**src/rtl/cargador_instrucciones_pkg.sv**
```systemverilog
// Shared types and constants for the instruction-memory program loader.
// The default address width matches the processor's instruction-address width.
package cargador_instrucciones_pkg;

   localparam int unsigned ADDR_W_DEF     = 6;
   localparam int unsigned BYTES_PER_WORD = 4;
   localparam int unsigned BYTE_W         = 8;

   // Byte-lane indices in arrival order: lane 0 is the most significant byte.
   localparam logic [1:0] LANE_FIRST = 2'd0;
   localparam logic [1:0] LANE_LAST  = 2'd3;

   typedef enum logic [1:0] {
      ST_IDLE,
      ST_RECV,
      ST_WRITE,
      ST_DONE
   } estado_t;

   // Bit position of the low bit of a byte lane in the big-endian word.
   function automatic int unsigned lane_lsb(input logic [1:0] lane);
      return (BYTES_PER_WORD - 1 - int'(lane)) * BYTE_W;
   endfunction

endpackage

```
**src/rtl/ensamblador_palabra.sv**
```systemverilog
// Big-endian word assembler: bytes fill the word from bits 31:24 downwards.
// full flags the load that completes the current word.
module ensamblador_palabra
   import cargador_instrucciones_pkg::*;
(
   input  logic        clk,
   input  logic        reset,
   input  logic        load,
   input  logic        clear,
   input  logic [7:0]  byte_in,
   output logic [31:0] word,
   output logic        full
);

   logic [1:0]  cnt_q, cnt_d;
   logic [31:0] word_q, word_d;

   always_comb begin
      cnt_d  = cnt_q;
      word_d = word_q;
      if (clear) begin
         cnt_d  = LANE_FIRST;
         word_d = '0;
      end else if (load) begin
         word_d[lane_lsb(cnt_q) +: BYTE_W] = byte_in;
         cnt_d = cnt_q + 2'd1;
      end
   end

   always_ff @(posedge clk) begin
      if (reset) begin
         cnt_q  <= LANE_FIRST;
         word_q <= '0;
      end else begin
         cnt_q  <= cnt_d;
         word_q <= word_d;
      end
   end

   assign word = word_q;
   assign full = load & ~clear & (cnt_q == LANE_LAST);

endmodule

```
**src/rtl/cargador_instrucciones.sv**
```systemverilog
// Program loader: packs a byte stream into 32-bit words, writes them to
// instruction memory from address 0, and holds the CPU in reset meanwhile.
module cargador_instrucciones
   import cargador_instrucciones_pkg::*;
#(
   parameter int unsigned ADDR_W      = ADDR_W_DEF,
   parameter int unsigned TIMEOUT_CYC = 1024
) (
   input  logic              clk,
   input  logic              reset,
   input  logic              start,
   input  logic [ADDR_W:0]   word_count,
   input  logic [7:0]        byte_in,
   input  logic              byte_valid,
   output logic              byte_ready,
   output logic              mem_we,
   output logic [ADDR_W-1:0] mem_addr,
   output logic [31:0]       mem_wdata,
   output logic              cpu_reset,
   output logic              busy,
   output logic              done,
   output logic              error
);

   localparam int unsigned   GAP_W        = $clog2(TIMEOUT_CYC + 1);
   localparam logic [GAP_W-1:0] TIMEOUT_LAST = GAP_W'(TIMEOUT_CYC - 1);
   localparam logic [ADDR_W:0]  MAX_WORDS    = {1'b1, {ADDR_W{1'b0}}};
   localparam logic [ADDR_W:0]  ONE_WORD     = {{ADDR_W{1'b0}}, 1'b1};

   estado_t state_q, state_d;

   logic              byte_ready_q, byte_ready_d;
   logic              mem_we_q, mem_we_d;
   logic [ADDR_W-1:0] mem_addr_q, mem_addr_d;
   logic              busy_q, busy_d;
   logic              done_q, done_d;
   logic              error_q, error_d;
   logic              cpu_reset_q, cpu_reset_d;
   logic [ADDR_W-1:0] idx_q, idx_d;
   logic [ADDR_W-1:0] last_q, last_d;
   logic [GAP_W-1:0]  gap_q, gap_d;

   logic              xfer;
   logic              count_ok;
   logic [ADDR_W:0]   count_m1;
   logic              asm_clear;
   logic              asm_full;
   logic [31:0]       asm_word;

   assign xfer     = (state_q == ST_RECV) & byte_valid & byte_ready_q;
   assign count_ok = (word_count != '0) && (word_count <= MAX_WORDS);
   assign count_m1 = word_count - ONE_WORD;

   ensamblador_palabra u_ensamblador (
      .clk     (clk),
      .reset   (reset),
      .load    (xfer),
      .clear   (asm_clear),
      .byte_in (byte_in),
      .word    (asm_word),
      .full    (asm_full)
   );

   always_comb begin
      state_d     = state_q;
      mem_we_d    = 1'b0;
      mem_addr_d  = mem_addr_q;
      busy_d      = busy_q;
      done_d      = 1'b0;
      error_d     = 1'b0;
      cpu_reset_d = cpu_reset_q;
      idx_d       = idx_q;
      last_d      = last_q;
      gap_d       = gap_q;
      asm_clear   = 1'b0;

      unique case (state_q)
         ST_IDLE: begin
            if (start) begin
               if (count_ok) begin
                  state_d     = ST_RECV;
                  last_d      = count_m1[ADDR_W-1:0];
                  idx_d       = '0;
                  gap_d       = '0;
                  asm_clear   = 1'b1;
                  busy_d      = 1'b1;
                  cpu_reset_d = 1'b1;
               end else begin
                  error_d = 1'b1;
               end
            end
         end
         ST_RECV: begin
            if (xfer) begin
               gap_d = '0;
               // Write strobe is registered so it lands in the WRITE cycle.
               if (asm_full) begin
                  state_d    = ST_WRITE;
                  mem_we_d   = 1'b1;
                  mem_addr_d = idx_q;
               end
            end else if (gap_q == TIMEOUT_LAST) begin
               state_d     = ST_IDLE;
               error_d     = 1'b1;
               busy_d      = 1'b0;
               cpu_reset_d = 1'b1;
            end else begin
               gap_d = gap_q + GAP_W'(1);
            end
         end
         ST_WRITE: begin
            if (idx_q == last_q) begin
               state_d     = ST_DONE;
               done_d      = 1'b1;
               busy_d      = 1'b0;
               cpu_reset_d = 1'b0;
            end else begin
               state_d   = ST_RECV;
               idx_d     = idx_q + ADDR_W'(1);
               gap_d     = '0;
               asm_clear = 1'b1;
            end
         end
         ST_DONE: begin
            state_d = ST_IDLE;
         end
         default: begin
            state_d = ST_IDLE;
         end
      endcase

      byte_ready_d = (state_d == ST_RECV);
   end

   always_ff @(posedge clk) begin
      if (reset) begin
         state_q      <= ST_IDLE;
         byte_ready_q <= 1'b0;
         mem_we_q     <= 1'b0;
         mem_addr_q   <= '0;
         busy_q       <= 1'b0;
         done_q       <= 1'b0;
         error_q      <= 1'b0;
         cpu_reset_q  <= 1'b1;
         idx_q        <= '0;
         last_q       <= '0;
         gap_q        <= '0;
      end else begin
         state_q      <= state_d;
         byte_ready_q <= byte_ready_d;
         mem_we_q     <= mem_we_d;
         mem_addr_q   <= mem_addr_d;
         busy_q       <= busy_d;
         done_q       <= done_d;
         error_q      <= error_d;
         cpu_reset_q  <= cpu_reset_d;
         idx_q        <= idx_d;
         last_q       <= last_d;
         gap_q        <= gap_d;
      end
   end

   assign byte_ready = byte_ready_q;
   assign mem_we     = mem_we_q;
   assign mem_addr   = mem_addr_q;
   assign mem_wdata  = asm_word;
   assign busy       = busy_q;
   assign done       = done_q;
   assign error      = error_q;
   assign cpu_reset  = cpu_reset_q;

endmodule

```
**config.mk**
```make
export PLATFORM = sky130hd
export DESIGN_NAME = cargador_instrucciones
export DESIGN_NICKNAME = d
export VERILOG_FILES = /design/src/rtl/cargador_instrucciones_pkg.sv /design/src/rtl/ensamblador_palabra.sv /design/src/rtl/cargador_instrucciones.sv
export SDC_FILE = /design/constraint.sdc
export NUM_CORES = 1
export LEC_CHECK = 0
export ABC_AREA = 1
export CORE_UTILIZATION = 45
export DETAILED_ROUTE_END_ITERATION = 10
export PLACE_DENSITY = 0.69
export SYNTH_ARGS = -nofsm -noshare
export SYNTH_HDL_FRONTEND = slang
export SYNTH_HIERARCHICAL = 1
export SYNTH_SLANG_ARGS = --single-unit
```
**constraint.sdc**
```tcl
create_clock -name clk -period 3.1 [get_ports clk]
set_input_delay 0.62 -clock clk [delete_from_list [all_inputs] [get_ports clk]]
set_output_delay 0.62 -clock clk [all_outputs]
set_load 0.01 [all_outputs]
```
Word level (Yosys, flattened, before mapping)
Cells that the tools add are included.
Word-level totals
  memories kept: 0
  bits in registers: 71
  word-level logic and storage cells: 95
  RAM bits: 0
  ROM bits: 0
  bits in latches: 0
Operators by class
  multiplexer cells: 38
  multipliers: 0
  $add $sub $neg: 6
  magnitude comparators: 1
  equal/unequal tests: 14
  div/mod/pow operators: 0
  reduce and logical (&&, ||, !) cells: 13
  shift-type cells: 2
  bitwise gates (word level): 8
Operators with widths (number)
  $mux 11: 5
  $neg 32->34: 1
  $shift 8x34->32 const A: 1
  $shiftx 8x34->32: 1
  $pmux 11 s3: 1
  $bwmux 32: 1
  $mux 6: 3
  $mux 1: 16
  $mux 2: 6
  $pmux 6 s2: 1
  $add 11x1->11 const B: 1
  $eq 11x10->1 const B: 1
  $ne 2x2->1 const B: 5
  $pmux 2 s4: 1
  $le 7x7->1 const B: 1
  $reduce_bool 7->1: 1
  $add 6x1->6 const B: 1
  $eq 2x2->1 const B: 3
  $eq 6x6->1: 1
  $pmux 1 s3: 2
  $reduce_and 3->1: 2
  $reduce_and 6->1: 1
  $sub 6x1->6 const B: 1
  $reduce_and 5->1: 1
  15 further kinds: 24

Depth between registers and ports, before layout
Gate-level depths: netlist of run 1.
  depth in word-level cells: 12
  mapped depth: 16
  depth with buffers taken out: 15

Cells and area by module
Netlist of run 1, hierarchy kept.
Modules (own cells, without submodules)
  cargador_instrucciones: area each 2135.8 um^2, cells an instance 319, times used 1, seq. area each 740.7 um^2
  ensamblador_palabra: area each 1601.5 um^2, cells an instance 208, times used 1, seq. area each 680.7 um^2

Least setup slack after synthesis of run 1
Ideal clock, no wire load.
  kind: input to register
  start: input port word_count[0]
  end: register byte_ready_q (netlist: byte_ready)
  slack: 0.750 ns
  arrival: 2.238 ns
  stages: 16
  required time: 2.988 ns
  buffers on the path: 1
  library setup time: 0.112 ns
  cell sequence: inv_1 ha_1 inv_1 nor3_1 nand2_1 nand4_1 buf_2 nand2_1 nor2_1 inv_1 nor2_1 o21ai_0 o21ai_1 nand2_1 nand2_1 nor2_1
On the way
  longest elaborated chain between the ends: 12
  elaborated cells between the ends (all ways): 15
  classes of those cells: 1 x order compare; 1 x eq/ne; 8 x mux; 3 x bitwise; 2 x reduce/logical
Ends and longest elaborated chain
  start: declaration: RTL line cargador_instrucciones.sv:12  | input logic [ADDR_W:0] word_count,
  $le 7x7->1 / $reduce_bool 7->1 (equally long branches): RTL line cargador_instrucciones.sv:51  | assign count_ok = (word_count != '0) && (word_count <= MAX_WORDS);
  $logic_and 1x1->1 (*): RTL line cargador_instrucciones.sv:51
  $mux 1 (*): RTL line cargador_instrucciones.sv:80  | if (count_ok) begin
  $mux 1 (*): RTL line cargador_instrucciones.sv:79  | if (start) begin
  $pmux 1 s2 (*): RTL line cargador_instrucciones.sv:77  | unique case (state_q)
  named net asm_clear: RTL line cargador_instrucciones.sv:46  | logic asm_clear;
  $not 1->1 (*): RTL line ensamblador_palabra.sv:41  | assign full = load & ~clear & (cnt_q == LANE_LAST);
  $and 1x1->1 (*) (2 in series): RTL line ensamblador_palabra.sv:41
  named net asm_full: RTL line cargador_instrucciones.sv:47  | logic asm_full;
  $mux 2 (*): RTL line cargador_instrucciones.sv:97  | if (asm_full) begin
  $mux 2 (*): RTL line cargador_instrucciones.sv:94  | if (xfer) begin
  $pmux 2 s4 (*): RTL line cargador_instrucciones.sv:77
  $eq 2x1->1 (*): RTL line cargador_instrucciones.sv:132  | byte_ready_d = (state_d == ST_RECV);
  end signal: assignment: RTL line cargador_instrucciones.sv:150  | byte_ready_q <= byte_ready_d;
  end: declaration: RTL line cargador_instrucciones.sv:32  | logic byte_ready_q, byte_ready_d;
Mark *: on every way through the listed nets, which the timed path passes. The rest lies on a longest branch.
A chain may end at the register's enable or synchronous reset.

Final worst setup path of run 1
Same ends and word-level chain as after synthesis.

==> results of run 1 <==
sequential cells by signal, indices dropped and copies added (netlist names), 2 cells and up:
signal / count
u_ensamblador/word: 32
gap_q: 11
idx_q: 6
last_q: 6
mem_addr: 6
state_q: 2
u_ensamblador/cnt_q: 2
final cells by class:
type | count | area [um2] | area share
multi-input combinational | 381 | 1989 | 0.4271
inverter | 62 | 234.0 | 0.05023
tap | 102 | 127.6 | 0.02740
sequential | 71 | 1421 | 0.3051
timing repair buffer | 68 | 665.6 | 0.1429
clock buffer | 9 | 123.9 | 0.02659
clock inverter | 7 | 96.34 | 0.02068
cells in the final DEF (no fill, tap or decap), types with 4 or more instances in the layout:
cell,instances
o21ai_0,25
nand2_1,145
nand2_2,4
inv_1,55
nor2_4,5
a21oi_1,53
ha_1,13
a21oi_2,11
nor2_2,5
buf_4,6
nor2_1,57
nand4_1,5
clkdlybuf4s50_1,62
nand3_1,28
nand3_2,6
clkbuf_8,9
dfxtp_1,71
inv_2,6
xor2_1,6
worst paths after layout:
kind | from | end | slack (ps) | cells past startpoint
hold reg to reg | gap_q[10] | gap_q[10] | 460 | 2
setup / recovery | word_count[0] | byte_ready | 650 | 16
hold / removal | gap_q[10] | gap_q[10] | 460 | 2
setup reg to reg | state_q[1] | byte_ready | 920 | 13
per-stage QoR:
step                hold WS, ps  std cells
floorplan                 432.6        527
global placement          443.8        684
detailed placement        447.6        684
CTS                       461.1        700
global route              488.0        700
finish                    459.3        700
critical path, cell delays in order:
cell,delay [ps]
clkdlybuf4s50_1,400
inv_1,130
ha_1,190
inv_1,40
nor3_1,130
nand2_1,110
nand4_1,120
nand2_1,120
nor2_1,120
inv_1,50
nor2_1,200
o21ai_0,110
o21ai_1,170
nand2_1,90
nand2_1,60
nor2_1,40
metal layers:
metal	track usage	vias to the layer above	wire length, um
met1	0.2591	1590	3922
met5	0	-	0
met3	0.04146	9	412
li1	-	1805	-
met4	0.07821	0	106
met2	0.3578	93	4013
where the power goes:
group	switching [mW]	internal, mW	total (mW)
Clock	0.366	0.456	0.821
Combinational	0.151	0.0925	0.243
Sequential	0.0169	0.933	0.950
logic make-up after synthesis:
group	synth area share
simple gates	0.3365
compound gates	0.1336
buf+inv	0.08738
flops	0.3803
fa+ha+maj	0.04352
xor+xnor	0.01875
==> flow_summary.json, run 1 <==
{
  "ant_nets": 0,
  "die_w_um": 93.13,
  "rsz0062_at_grt": "no",
  "pre_cts_ws_ps": 312.6,
  "firstDrtPassIters": 5,
  "htreeDepth": 3,
  "power.total_mw": 2.014,
  "final_util": 0.5906,
  "numPortBuffers": 62,
  "finalWorstSetupSlack_ps": 653.4,
  "vias": 3497,
  "syn_inst": 527,
  "synth_top_cells_by_area": "dfxtp_1 (38%), nand2_1 (15%), a21oi_1 (7.1%)",
  "path_max_fanout": 5,
  "antenna_found_initial": 0,
  "drv_slew": 0,
  "cts-root-buf": "clkbuf_8",
  "worstPathArrival_ps": 2680,
  "place_area_um2": 4438,
  "worst_pin_slew_ps": 587.0,
  "fin_nets": 625,
  "io-pin-count": 63,
  "die-height_um": 93.13,
  "gp_congestion": 0.8468,
  "start_kind": "primary input",
  "synth_fp_nets": 559,
  "wirelength_mm": 8.455,
  "ys_seq_elements": 71,
  "die_area_um2": 8673,
  "dp_hpwl_mm": 6.304,
  "clkSinkCount": 71,
  "netlist_area_um2": 3737,
  "cts_buffers": 9,
  "syn-mean-instance-area_um2": 7.092,
  "holdBufCountCts": 0,
  "yosysSeqAreaShare": 0.3803,
  "final-setup-viol-count": 0,
  "yosys-top-cells-count": "nand2_1 (145), dfxtp_1 (71), nor2_1 (57)",
  "grt_pass1_vias": 3299,
  "power_density_nw_per_um2": 432.4,
  "wire_per_inst_um": 12.08,
  "post-route-period-util": 0.7892,
  "drv_cap": 0,
  "power.leakage_nw": 1.883,
  "vias_per_cell": 4.996,
  "syn_to_final_growth_pct": 24.64,
  "core_area_um2": 7888,
  "drtIter0Drc": 173,
  "yosysWarnings": 6,
  "drc_errors": 0,
  "max_freq_mhz": 408.7,
  "slew_headroom": 0.6082,
  "yosysMostFrequentCell": "nand2_1",
  "grt_usage": 0.2093,
  "crit_type": "in -> reg",
  "cts_resized": 0,
  "grt_overflow_total": 0,
  "synth_enable_flop_cells": 0,
  "cp.required_ps": 3340,
  "fill_cells": 740,
  "hold_viol": 0,
  "cts_tree": "yes",
  "diodes": 0,
  "min_path_type": "reg -> reg",
  "drive_gt1_frac": 0.1154,
  "status": "finished clean",
  "cp-end-kind": "register",
  "grt_pass1_wl_mm": 14.57,
  "yosys_most_used_dff": "dfxtp_1",
  "ir_drop_uv": 296.8,
  "synth_top_area_cell": "dfxtp_1",
  "synth_cell_type_count": 31,
  "grt_max_degree": 26,
  "placementRows": 32,
  "synthArstFlopShare": 0,
  "initial_utilization": 0.4738,
  "clk_latency_ps": 350,
  "yosys.area.top_type_share": 0.3803,
  "clk_path_buf_depth": 2,
  "clkTransAtPathRegs_ps": 70,
  "cts_setup_buffers": 0,
  "period_needed_ps": 2447,
  "finClkSkew_ps": 10.38,
  "tns_ps": 0,
  "final_area_um2": 4658
}
Power figures use the tool's default switching activity.
==> inputs of run 2 (changes only) <==
- clock period: 3.1 -> 2.4 ns (I/O delays scaled with it)
==> run 2 against run 1 <==
Compared with the run above: clock power up 56%; wire length up 3.3%; non-clock buffer count up 8; sequential share of layout area down 0.68 points; clock skew up 0.57 ps; largest cell class unchanged.
==> flow_summary.json, run 2 (synthesized netlist as in run 1, its figures left out) <==
{
  "power_density_nw_per_um2": 594.4,
  "power_frac_clock": 0.452,
  "antenna_found_initial": 0,
  "ant_nets": 0,
  "p_sw_frac": 0.2477,
  "io-pin-count": 63,
  "drive_gt1_frac": 0.1271,
  "clkTransAtPathRegs_ps": 80,
  "p_comb_frac": 0.115,
  "slew_headroom": 0.6605,
  "finClkSkew_ps": 10.95,
  "placementRows": 32,
  "drtIter0Drc": 148,
  "drv_slew": 0,
  "min_path_type": "reg -> reg",
  "whs_ps": 462.6,
  "power.total_mw": 2.832,
  "grt_max_degree": 26,
  "multiInputGateArea_um2": 1989,
  "grt_usage": 0.2111,
  "grt_pass1_wl_mm": 14.55,
  "layout_commonest_cell": "nand2_1",
  "holdBufCountCts": 0,
  "post-route-period-util": 0.8602,
  "wirelength_mm": 8.730,
  "grt_pass1_vias": 3270,
  "wire_per_inst_um": 12.33,
  "regArea_um2": 1421,
  "met3_usage": 0.04309,
  "ir_drop_uv": 328.2,
  "diodes": 0,
  "top_usage_layer": "met2",
  "p_sw_uw": 701.6,
  "grt_overflow_total": 0,
  "fill_cells": 733,
  "crit_type": "in -> reg",
  "grtUsageMet1": 0.2562,
  "initial_utilization": 0.4738,
  "start_kind": "primary input",
  "final_cells": 708,
  "dpl.cell_count": 692,
  "clk_latency_ps": 360,
  "max_freq_mhz": 484.4,
  "status": "finished clean",
  "vias_per_cell": 4.932,
  "final_cell_mix": "nand2_1 (145), dfxtp_1 (71), clkdlybuf4s50_1 (62)",
  "fin_nets": 633,
  "worst_pin_slew_ps": 508.5,
  "p_int_mw": 2.131,
  "path_max_fanout": 3,
  "largest_reg_flops": 32,
  "cp.required_ps": 2660,
  "period_needed_ps": 2064,
  "cts_buffers": 9,
  "cts_resized": 0,
  "clkSinkCount": 71,
  "final-setup-viol-count": 0,
  "clk_path_buf_depth": 2,
  "die_area_um2": 8673,
  "worstPathArrival_ps": 2330,
  "firstDrtPassIters": 4,
  "die_w_um": 93.13,
  "rsz0062_at_grt": "no",
  "cts_setup_buffers": 0,
  "syn_to_final_growth_pct": 27.49,
  "cp-end-kind": "register",
  "hold_viol": 0,
  "htreeDepth": 3,
  "use_met2": 0.3603,
  "die-height_um": 93.13,
  "dp_hpwl_mm": 6.467,
  "drv_cap": 0,
  "cts_tree": "yes",
  "cts-root-buf": "clkbuf_8",
  "core_area_um2": 7888,
  "numPortBuffers": 62,
  "seq_power_share": 0.433,
  "vias": 3492,
  "drc_errors": 0,
  "gp_congestion": 0.8350,
  "power.leakage_nw": 1.941
}
## run 2: changes by cell type in the layout (fill, tap and decap cells not counted)
cell / previous run / this run
bufinv_16: 2 / 4
clkinv_2: 3 / 2
clkinv_4: 2 / 1
buf_4: 6 / 14
## run 2: worst paths after layout
kind | from | to | slack [ps] | cells after the start
max reg2reg | idx_q[0] | byte_ready | 350 | 15
min reg2reg | gap_q[10] | gap_q[10] | 460 | 2
min | gap_q[10] | gap_q[10] | 460 | 2
max | word_count[1] | byte_ready | 340 | 16
## run 2: layer usage
| layer | routed length [um] | vias to the layer above |
|---|---|---|
| li1 | - | 1820 |
| met1 | 4018 | 1577 |
| met2 | 4084 | 80 |
| met3 | 447 | 15 |
| met4 | 179 | 0 |
| met5 | 0 | - |
## run 2: power by group through the flow
stage / sequential (mW) / clock [mW] / combinational (mW)
final: 1.23 / 1.28 / 0.326
after global routing: 1.23 / 1.35 / 0.365
after CTS: 1.23 / 1.29 / 0.326
after detailed placement: 1.25 / 0 / 0.323
after global placement: 1.25 / 0 / 0.318
after floorplan: 1.25 / 0 / 0.211
## run 2: final cells by class
type / count / area share
clock buffers: 9 / 0.02600
repair buffers: 76 / 0.1523
multi-input cells: 381 / 0.4175
clock inverters: 7 / 0.02994
well taps: 102 / 0.02679
inverters: 62 / 0.04911
flip-flops and latches: 71 / 0.2983
## run 2: critical path, stage by stage
cell             delay [ps]
clkdlybuf4s50_1         420
inv_1                    80
ha_1                    170
inv_1                    40
nor3_1                  120
nand2_1                  90
nand4_1                 110
nand2_1                  80
nor2_1                  100
inv_1                    40
nor2_1                  160
o21ai_0                 100
o21ai_1                 140
nand2_1                  80
nand2_1                  60
nor2_1                   40
## run 2: through the flow
stage                     area [um2]  TNS [ps]  utilization  worst slack (ps)
after floorplan                 3737         0            -             190.0
after global placement          4498         0       0.5703             5.090
after detailed placement        4498    -245.5       0.5703            -44.69
after CTS                       4765         0       0.6041             323.9
after global routing            4765         0       0.6041             60.72
final                           4765         0       0.6041             335.6
